$ cat src/rtl/sfx_arbiter.sv
// Sound-effect arbiter: grants one of four queued SFX requests to the shared bass
// tone generator, with optional preemption and an enable-pulse watchdog.
//
// state | meaning
// IDLE  | bass owns the tone generator; grant the highest pending request
// START | one-cycle start pulse to the selected library
// PLAY  | effect running; wait for done/cancel, watchdog, or preemption
// GAP   | bass restored; hold off new grants until the next enable pulse
module sfx_arbiter #(
  parameter int TICKBITS = 20,
  parameter int TIMEOUT  = 64,
  parameter int PREEMPT  = 1
) (
  input  logic       clk,
  input  logic       clr,
  input  logic [3:0] req,
  input  logic       cancel,
  input  logic       enable,
  input  logic       sfx_done,
  output logic       start,
  output logic [1:0] sel,
  output logic       sfx_active,
  output logic [3:0] pending,
  output logic       timeout_err
);

  typedef enum logic [1:0] {IDLE, START, PLAY, GAP} stateT;

  localparam logic [7:0] WdLimit = 8'(TIMEOUT - 1);

  if (TICKBITS < 1 || TIMEOUT < 1 || TIMEOUT > 255) begin : gBadParam
    $error("sfx_arbiter: TICKBITS must be >= 1 and TIMEOUT within 1..255");
  end

  stateT      state;
  logic [7:0] watchdog;
  logic [1:0] topIdx;
  logic       topValid;
  logic       finish;
  logic       timeoutHit;
  logic       preempt;
  logic       grant;
  logic [3:0] grantMask;

  always_comb begin
    topIdx   = 2'd0;
    topValid = 1'b0;
    for (int i = 0; i < 4; i++) begin
      if (pending[i]) begin
        topIdx   = 2'(i);
        topValid = 1'b1;
      end
    end
  end

  // Completion outranks the watchdog, which outranks preemption.
  assign finish     = sfx_done | cancel;
  assign timeoutHit = enable && (watchdog == WdLimit);
  assign preempt    = (PREEMPT != 0) && topValid && (topIdx > sel);
  assign grant      = ((state == IDLE) && topValid) ||
                      ((state == PLAY) && !finish && !timeoutHit && preempt);
  assign grantMask  = grant ? (4'b0001 << topIdx) : 4'b0000;

  always_ff @(posedge clk) begin
    if (clr) begin
      state       <= IDLE;
      pending     <= 4'b0000;
      sel         <= 2'd0;
      start       <= 1'b0;
      sfx_active  <= 1'b0;
      timeout_err <= 1'b0;
      watchdog    <= 8'd0;
    end else begin
      // A request landing on the bit being granted re-queues it.
      pending     <= (pending & ~grantMask) | req;
      start       <= 1'b0;
      timeout_err <= 1'b0;
      if (grant) begin
        sel        <= topIdx;
        start      <= 1'b1;
        sfx_active <= 1'b1;
        watchdog   <= 8'd0;
        state      <= START;
      end else begin
        case (state)
          IDLE: state <= IDLE;
          START: state <= PLAY;
          PLAY: begin
            if (finish) begin
              sfx_active <= 1'b0;
              state      <= GAP;
            end else if (timeoutHit) begin
              timeout_err <= 1'b1;
              sfx_active  <= 1'b0;
              state       <= GAP;
            end else if (enable) begin
              watchdog <= watchdog + 8'd1;
            end
          end
          GAP: if (enable) state <= IDLE;
          default: state <= IDLE;
        endcase
      end
    end
  end

endmodule

$ cat config.mk
export PLATFORM = sky130hd
export DESIGN_NAME = sfx_arbiter
export DESIGN_NICKNAME = d
export VERILOG_FILES = /design/src/rtl/sfx_arbiter.sv
export SDC_FILE = /design/constraint.sdc
export NUM_CORES = 1
export LEC_CHECK = 0
export BUFFER_PORTS_ARGS = -buffer_cell sky130_fd_sc_hd__buf_2
export CORE_UTILIZATION = 58
export CTS_CLUSTER_DIAMETER = 150
export DETAILED_ROUTE_END_ITERATION = 6
export PLACE_DENSITY = 0.82
export SYNTH_ARGS = -nofsm -noshare
export SYNTH_HDL_FRONTEND = slang
export SYNTH_SLANG_ARGS = --single-unit
$ cat constraint.sdc
create_clock -name clk -period 3.4 [get_ports clk]
set_clock_uncertainty 0.05 [all_clocks]
set_input_delay 0 -clock clk [delete_from_list [all_inputs] [get_ports clk]]
set_output_delay 0 -clock clk [all_outputs]
set_load 0.03 [all_outputs]
After elaboration in Yosys (flattened, before gate mapping)
Cells that the tools add are included.
{"block": "word_totals", "regBits": 19, "latch_bits": 0, "ramBits": 0, "rom_bits": 0, "in_bits": 9, "out_inout_bits": 9, "elab_cells": 63, "memories": 0}
{"block": "classes", "addsub": 1, "n_mul": 0, "n_div": 0, "magnitude_cmp": 1, "eq_ne": 8, "n_shift": 1, "muxes": 19, "n_bitwise": 7, "reduce_logical": 18}
{"operator": "$mux 1", "count": 12}
{"operator": "$mux 2", "count": 5}
{"operator": "$add 8x1->8 const B", "count": 1}
{"operator": "$eq 8x6->1 const B", "count": 1}
{"operator": "$pmux 2 s4", "count": 1}
{"operator": "$logic_and 1x1->1", "count": 6}
{"operator": "$ne 3x3->1 const B", "count": 2}
{"operator": "$reduce_and 2->1", "count": 3}
{"operator": "$and 4x4->4", "count": 1}
{"operator": "$eq 2x2->1 const B", "count": 2}
{"operator": "$mux 4", "count": 1}
{"operator": "$ne 4x4->1 const B", "count": 1}
{"operator": "$not 4->4", "count": 1}
{"operator": "$or 4x4->4", "count": 1}
{"operator": "$reduce_and 4->1", "count": 1}
{"operator": "$reduce_or 4->1", "count": 1}
{"operator": "$shl 1x2->4 const A", "count": 1}
{"operator": "$not 1->1", "count": 3}
{"operator": "$reduce_bool 3->1", "count": 1}
{"operator": "$eq 2x1->1 const B", "count": 1}
{"operator": "$gt 2x2->1", "count": 1}
{"operator": "$logic_not 1->1", "count": 2}
{"operator": "$logic_not 2->1", "count": 1}
{"operator": "$ne 2x2->1 const B", "count": 1}
{"operator": "other kinds (4)", "count": 4}

Longest topological paths before layout
Gate-level depths: netlist (run 1).
{"block": "logic_depth", "ltp_word": 11, "ltp_mapped": 7, "mapped_depth_nobuf": 7}

Worst setup path after synthesis (run 1)
No wires, ideal clock.
{"block": "synth_timing", "kind": "reg-to-reg", "startpoint": "reg pending[3]", "endpoint": "reg sfx_active", "setup_ns": 0.115, "arrival_time_ns": 1.885, "t_required_ns": 3.235, "path_slack_ns": 1.350, "path_stages_with_launch": 7, "path_buffers": 0, "period_less_slack_ns": 2.050, "path_cell_list": "dfxtp_1 > or2_2 > ha_1 > nor2b_1 > o211ai_1 > o21ai_4 > o21a_1"}
{"block": "synth_between", "elab_chain_cells": 7, "elab_cells_between_ends": 11, "cone_classes": "order compare: 1; mux: 3; reduce/logical: 7"}
{"item": "from (decl)", "line": "23", "rtl": "output logic [3:0] pending,"}
{"item": "from (signal assigned)", "line": "75", "rtl": "pending <= (pending & ~grantMask) | req;"}
{"item": "$mux 2 *", "line": "49", "rtl": "if (pending[i]) begin"}
{"item": "named net topIdx[1]", "line": "37", "rtl": "logic [1:0] topIdx;"}
{"item": "$gt 2x2->1 *", "line": "59", "rtl": "assign preempt = (PREEMPT != 0) && topValid && (topIdx > sel);"}
{"item": "$logic_and 1x1->1 *", "line": "59"}
{"item": "$logic_and 1x1->1 *", "line": "61", "rtl": "((state == PLAY) && !finish && !timeoutHit && preempt);"}
{"item": "$logic_or 1x1->1 *", "line": "60", "rtl": "assign grant = ((state == IDLE) && topValid) ||"}
{"item": "$reduce_bool 3->1 (no source line) / $reduce_bool 2->1 (equally long branches)"}
{"item": "$reduce_and 2->1 (no source line)"}
{"item": "to (signal assigned)", "line": "70", "rtl": "sfx_active <= 1'b0;"}
{"item": "to (signal assigned)", "line": "81", "rtl": "sfx_active <= 1'b1;"}
{"item": "to (signal assigned)", "line": "90", "rtl": "sfx_active <= 1'b0;"}
{"item": "to (decl)", "line": "22", "rtl": "output logic sfx_active,"}
The timed path passes the listed nets; every way through them passes the cells marked *.
A chain may end at the register's enable or synchronous reset.

Final worst setup path (run 1)
{"block": "layout_timing", "startpoint": "reg pending[3]", "endpoint": "reg pending[3]"}
{"block": "layout_between", "elab_chain_cells": 9, "elab_cells_between_ends": 12, "cone_classes": "order compare: 1; shift: 1; mux: 3; bitwise: 3; reduce/logical: 4"}
{"item": "$mux 2 *", "line": "49"}
{"item": "named net topIdx[1]", "line": "37"}
{"item": "$gt 2x2->1", "line": "59"}
{"item": "$logic_and 1x1->1", "line": "59"}
{"item": "$logic_and 1x1->1", "line": "61"}
{"item": "$logic_or 1x1->1", "line": "60"}
{"item": "$mux 4 *", "line": "62", "rtl": "assign grantMask = grant ? (4'b0001 << topIdx) : 4'b0000;"}
{"item": "$not 4->4 *", "line": "75"}
{"item": "$and 4x4->4 *", "line": "75"}
{"item": "$or 4x4->4 *", "line": "75"}
Marked as above.

==> results.cfg, run 1 <==
[worst_setup_path]
startpoint_type = register
path_delay_family = compound AO/OA/AOI/OAI gates
arrival_ns = 2.84
slowest_delay_ns = 0.57
r2r-start = pending[3]
endpoint_kind = register
reg2reg_depth = 7
required_ns = 3.60
critPathSlowestCell = dlygate4sd3_1
path_max_fanout = 7
crit_buf_inv = 1
r2r_setup_slack_ns = 0.76
cp_common_cell = o211ai_1
path_class = register to register
crit_chain = or2_2 -> ha_1 -> nor2b_1 -> o211ai_1 -> o211ai_1 -> a21oi_1 -> dlygate4sd3_1
reg2reg_to = pending[3]

[final_layout]
final_cell_mix = dfxtp_1 (19), buf_2 (17), a21oi_1 (12), nand2_1 (9), nor2_1 (7)
final-seq-area_um2 = 380.4
syn_to_final_growth_pct = 19.29
multi_input_area_um2 = 648.1
diodes = 0
n_fill_cell = 139
layout_commonest_cell = dfxtp_1
drive_gt1_share_pct = 21.43
nets = 156
layout.cells.non_filler = 165

[clocking]
h-tree-depth = 1
cts.path.max_buffers = 2
cts_resized = 0
cts_tree = built
clk_pin_slew_ns = 0.12
clock_latency_ns = 0.30
clock-sinks = 19
cts_buffers = 3
cts_root_buf = clkbuf_4

[global_route]
grt_max_degree = 11
grt_pass1_wl_mm = 3.663
track_usage_pct = 25.38
antenna_found_initial = 0
grt_use_met2_pct = 42.65
grt-busiest-layer = met2
grtUsageMet3_pct = 3.265
grt_pass1_vias = 872
grt_overflow = 0
grtUsageMet1_pct = 31.67

[synth]
synth_cells = 113
syn_area_mm2 = 0.001051
syn_nets = 128
synth_top_area_share_pct = 36.19
synth_edf_count = 0
synth_ff_type = dfxtp_1
yosysWarnings = 0
syn_area_per_cell_um2 = 9.301
synth_top_area_cell = dfxtp_1
synth.distinct_cells = 38
seq_area_frac_synth_pct = 36.19
yosys-top-cells-area = dfxtp_1 (36%), ha_1 (7.1%), a21oi_1 (5.7%)
postSynth.asyncResetShare_pct = 0
ys_ff_latch = 19

[die]
die_h_um = 44.57
die_width_um = 44.57
core-area_mm2 = 0.001708
io_pins = 18
initial_utilization_pct = 61.54
row_count = 15
die-area_mm2 = 0.001986

[route]
via_per_inst = 5.679
first_pass_iters = 4
wl_per_cell_um = 13.62
drc_errors = 0
ant_nets = 0
vias = 937
drt_iter0_markers = 17
wl_mm = 2.248

[timing]
period_share_pct = 77.69
fin_tns_setup_ns = 0
max_freq_mhz = 378.6
rsz0062_at_grt = no
slew_violations = 0
finalHoldViolCount = 0
slew_headroom_pct = 63.23
period_minus_slack_ns = 2.641
setup_viol = 0
worst_slew_pin_slew_ns = 0.5515

[flow_run]
drv_cap = 0

[hold_path]
min-delay-start = cancel
min_path_type = input pin to register
whs_endpoint = timeout_err
hold_depth = 3

[placed_design]
dpl.cell_count = 155
port_buffers = 17
gp_congestion = 0.8111
dp_hpwl_mm = 1.577

[power_and_ir_drop]
p_leak_nw = 0.5005
ir_worst_vdd_mv = 0.3037
p_per_area_mw_per_mm2 = 495.5

[run_status]
status = completed
[layer usage]
layer	routed length, um	share of wire [%]
met5	0	0
met4	50	2.2
met3	83	3.7
met2	1096	49
met1	1018	45
[flip-flops by register name, indices dropped and copies added (netlist names)]
signal and cells:
timeout_err 1, pending 4, watchdog 8, state 2
start 1, sfx_active 1, sel 2
[cells in the mapped netlist, types with 2 or more instances]
library cell	instances
o31ai_1	3
nand3_1	3
or3_1	3
dfxtp_1	19
nor2b_1	3
o211ai_1	2
nand2_1	9
and2_1	2
xor2_1	3
o31ai_4	2
or4_1	3
mux2i_1	3
a21oi_1	12
nor2_1	7
or2_2	2
ha_1	6
o21ai_0	6
inv_1	5
[logic make-up after synthesis]
logic type,count (synthesis),share of synthesized area (%)
buf+inv,6,2.143
compound gates,35,26.67
mux,3,2.857
xor+xnor,3,2.500
flops,19,36.19
simple gates,41,22.50
fa+ha+maj,6,7.143
[cell type report]
cell class / count / area share (%)
inverters: 6 / 1.796
well taps: 25 / 2.495
repair buffers: 23 / 11.58
flip-flops and latches: 19 / 30.34
multi-input cells: 88 / 51.70
clock buffers: 4 / 2.096
[what timing repair did]
action	in CTS	in global routing
hold endpoints to repair	4	0
hold buffers	6	0
buffers inserted	0	0
[worst max-delay path by stage]
| stage | start | end | slack, ns | cells after the start |
|---|---|---|---|---|
| floorplan | pending[3] | sfx_active | 1.35 | 6 |
| global placement | pending[3] | sfx_active | 1.43 | 6 |
| detailed placement | pending[3] | watchdog[5] | 1.36 | 6 |
| CTS | pending[3] | pending[3] | 0.86 | 7 |
| global route | pending[3] | pending[3] | 0.66 | 7 |
| finish | pending[3] | pending[3] | 0.76 | 7 |
[power breakdown]
part           internal (mW)  switching, mW  total (mW)
clock network         0.0457         0.0719       0.118
registers              0.247         0.0200       0.267
logic                 0.0890          0.148       0.237
total                  0.382          0.240       0.621
[per-stage QoR]
step | area, um^2 | util, % | setup WS (ns) | hold slack [ns] | total power, mW
after detailed placement | 1167 | 68.35 | 1.359 | 0.1944 | 0.4977
after floorplan | 1051 | - | 1.350 | 0.01465 | 0.4398
after CTS | 1254 | 73.41 | 0.8630 | 0.06751 | 0.6165
after global placement | 1167 | 68.35 | 1.434 | 0.1826 | 0.4872
after global routing | 1254 | 73.41 | 0.6559 | 0.08320 | 0.6546
final | 1254 | 73.41 | 0.7586 | 0.06686 | 0.6212
[tightest hold or removal path: stages]
cell	delay (ns)
buf_2	0.10
nor3b_1	0.08
and4_1	0.19
Note: power is estimated with default switching activity, not from simulation.
==> run 2, diff against run 1 <==
Settings changed: CORE_UTILIZATION 58 to 54, PLACE_DENSITY 0.82 to 0.77.
Clock period 3.4 ns to 2.5 ns, I/O delays scaled along.
==> results.cfg, run 2 (synthesis gave the netlist of run 1 again) <==
[run_status]
status = completed

[worst_setup_path]
path_class = register to register
startpoint_type = register
endpoint_kind = register
required_ns = 2.70
arrival_ns = 2.55
path_max_fanout = 7

[flow_run]
drv_cap = 0

[die]
row_count = 15
io_pins = 18
die-area_mm2 = 0.002127
die_h_um = 46.12
core-area_mm2 = 0.001783
initial_utilization_pct = 58.95
die_width_um = 46.12

[timing]
max_freq_mhz = 425.9
finalHoldViolCount = 0
slew_violations = 0
slew_headroom_pct = 63.60
rsz0062_at_grt = no
setup_viol = 0
period_share_pct = 93.92
period_minus_slack_ns = 2.348
fin_tns_setup_ns = 0
worst_slew_pin_slew_ns = 0.5460

[power_and_ir_drop]
total_power_mw = 0.8363
p_sw_mw = 0.3184
p_leak_nw = 0.4951
p_clk_share_pct = 19.4
p_per_area_mw_per_mm2 = 672.4
ir_worst_vdd_mv = 0.3818
pwr-share-comb_pct = 37.5
seq_power_share_pct = 43.0
switching_share_pct = 38.07
internal_power_mw = 0.5179

[route]
drc_errors = 0
drt_iter0_markers = 18
vias = 898
via_per_inst = 5.476
wl_mm = 2.032
wl_per_cell_um = 12.39
ant_nets = 0
first_pass_iters = 4

[global_route]
grt_overflow = 0
antenna_found_initial = 0
track_usage_pct = 21.87
grt_pass1_vias = 827
grt_max_degree = 11
grt_pass1_wl_mm = 3.291

[clocking]
cts.path.max_buffers = 2
cts_root_buf = clkbuf_4
post-cts-setup-buffer-count = 0
clock-sinks = 19
clk_pin_slew_ns = 0.11
cts_tree = built
cts_buffers = 3
clock_latency_ns = 0.30
h-tree-depth = 1

[final_layout]
top_regs = watchdog x8, pending x4
layout_commonest_cell = dfxtp_1
final_cell_mix = dfxtp_1 (19), buf_2 (17), a21oi_1 (12), nand2_1 (9), nor2_1 (7)
utilization_pct = 69.75
syn_to_final_growth_pct = 18.33
regMostFlops = watchdog
drive_gt1_share_pct = 21.58
largest_reg_flops = 8
nets = 155
layout.cells.non_filler = 164
diodes = 0

[placed_design]
dpl.cell_count = 155
port_buffers = 17
gp_congestion = 0.8458
dp_hpwl_mm = 1.487

[hold_path]
min_path_type = input pin to register
[run 2: changes by cell type in the layout (fill, tap and decap cells not counted), sizes merged]
cell         before  now
dlygate4sd3       6    5
[run 2: layout make-up]
cell class	count	area, um^2
flip-flops and latches	19	380.4
inverters	6	22.52
multi-input cells	88	648.1
clock buffers	4	26.28
well taps	25	31.28
fillers	153	539.3
repair buffers	22	135.1
[run 2: critical path, cell delays in order (launching register included)]
cell and delay (ns):
dfxtp_1 0.37, or2_2 0.34, ha_1 0.29, nor2b_1 0.15
o21ai_1 0.24, o21bai_2 0.09, a211oi_2 0.17, dlygate4sd3_1 0.58
[run 2: worst paths after layout]
kind,cells after the start,start,slack [ns],end
setup / recovery,7,pending[3],0.15,pending[2]
hold / removal,3,cancel,0.04,timeout_err
setup reg to reg,7,pending[3],0.15,pending[2]
hold reg to reg,2,sel[0],0.43,sel[0]
[run 2: power by group through the flow]
stage | Clock, mW | Sequential (mW) | Combinational (mW)
after detailed placement | 0 | 0.366 | 0.305
after global placement | 0 | 0.365 | 0.297
after CTS | 0.165 | 0.359 | 0.313
after global routing | 0.180 | 0.365 | 0.347
final | 0.163 | 0.360 | 0.314
after floorplan | 0 | 0.411 | 0.187
[run 2: metrics by stage]
stage	setup WS, ns	cell area [um^2]	hold WS (ns)
after floorplan	0.4500	1051	0.01465
after global placement	0.5219	1167	0.1875
after detailed placement	0.4685	1167	0.2019
after CTS	0.09430	1244	0.03922
after global routing	0.02236	1244	0.04607
final	0.1520	1244	0.04477
[run 2: repair_timing]
| item | in CTS | in global routing |
|---|---|---|
| endpoints found under the hold margin | 4 | 0 |
| hold buffers | 5 | 0 |
| resized for setup | 0 | 1 |
| setup endpoints to repair | 0 | 1 |
[run 2: layer usage]
metal | wire length, um | GRT usage, % | vias up
met5 | 0 | 0 | -
met4 | 27 | 12.94 | 0
met3 | 57 | 2.353 | 4
met2 | 954 | 37.18 | 18
met1 | 992 | 26.27 | 407
li1 | - | - | 469
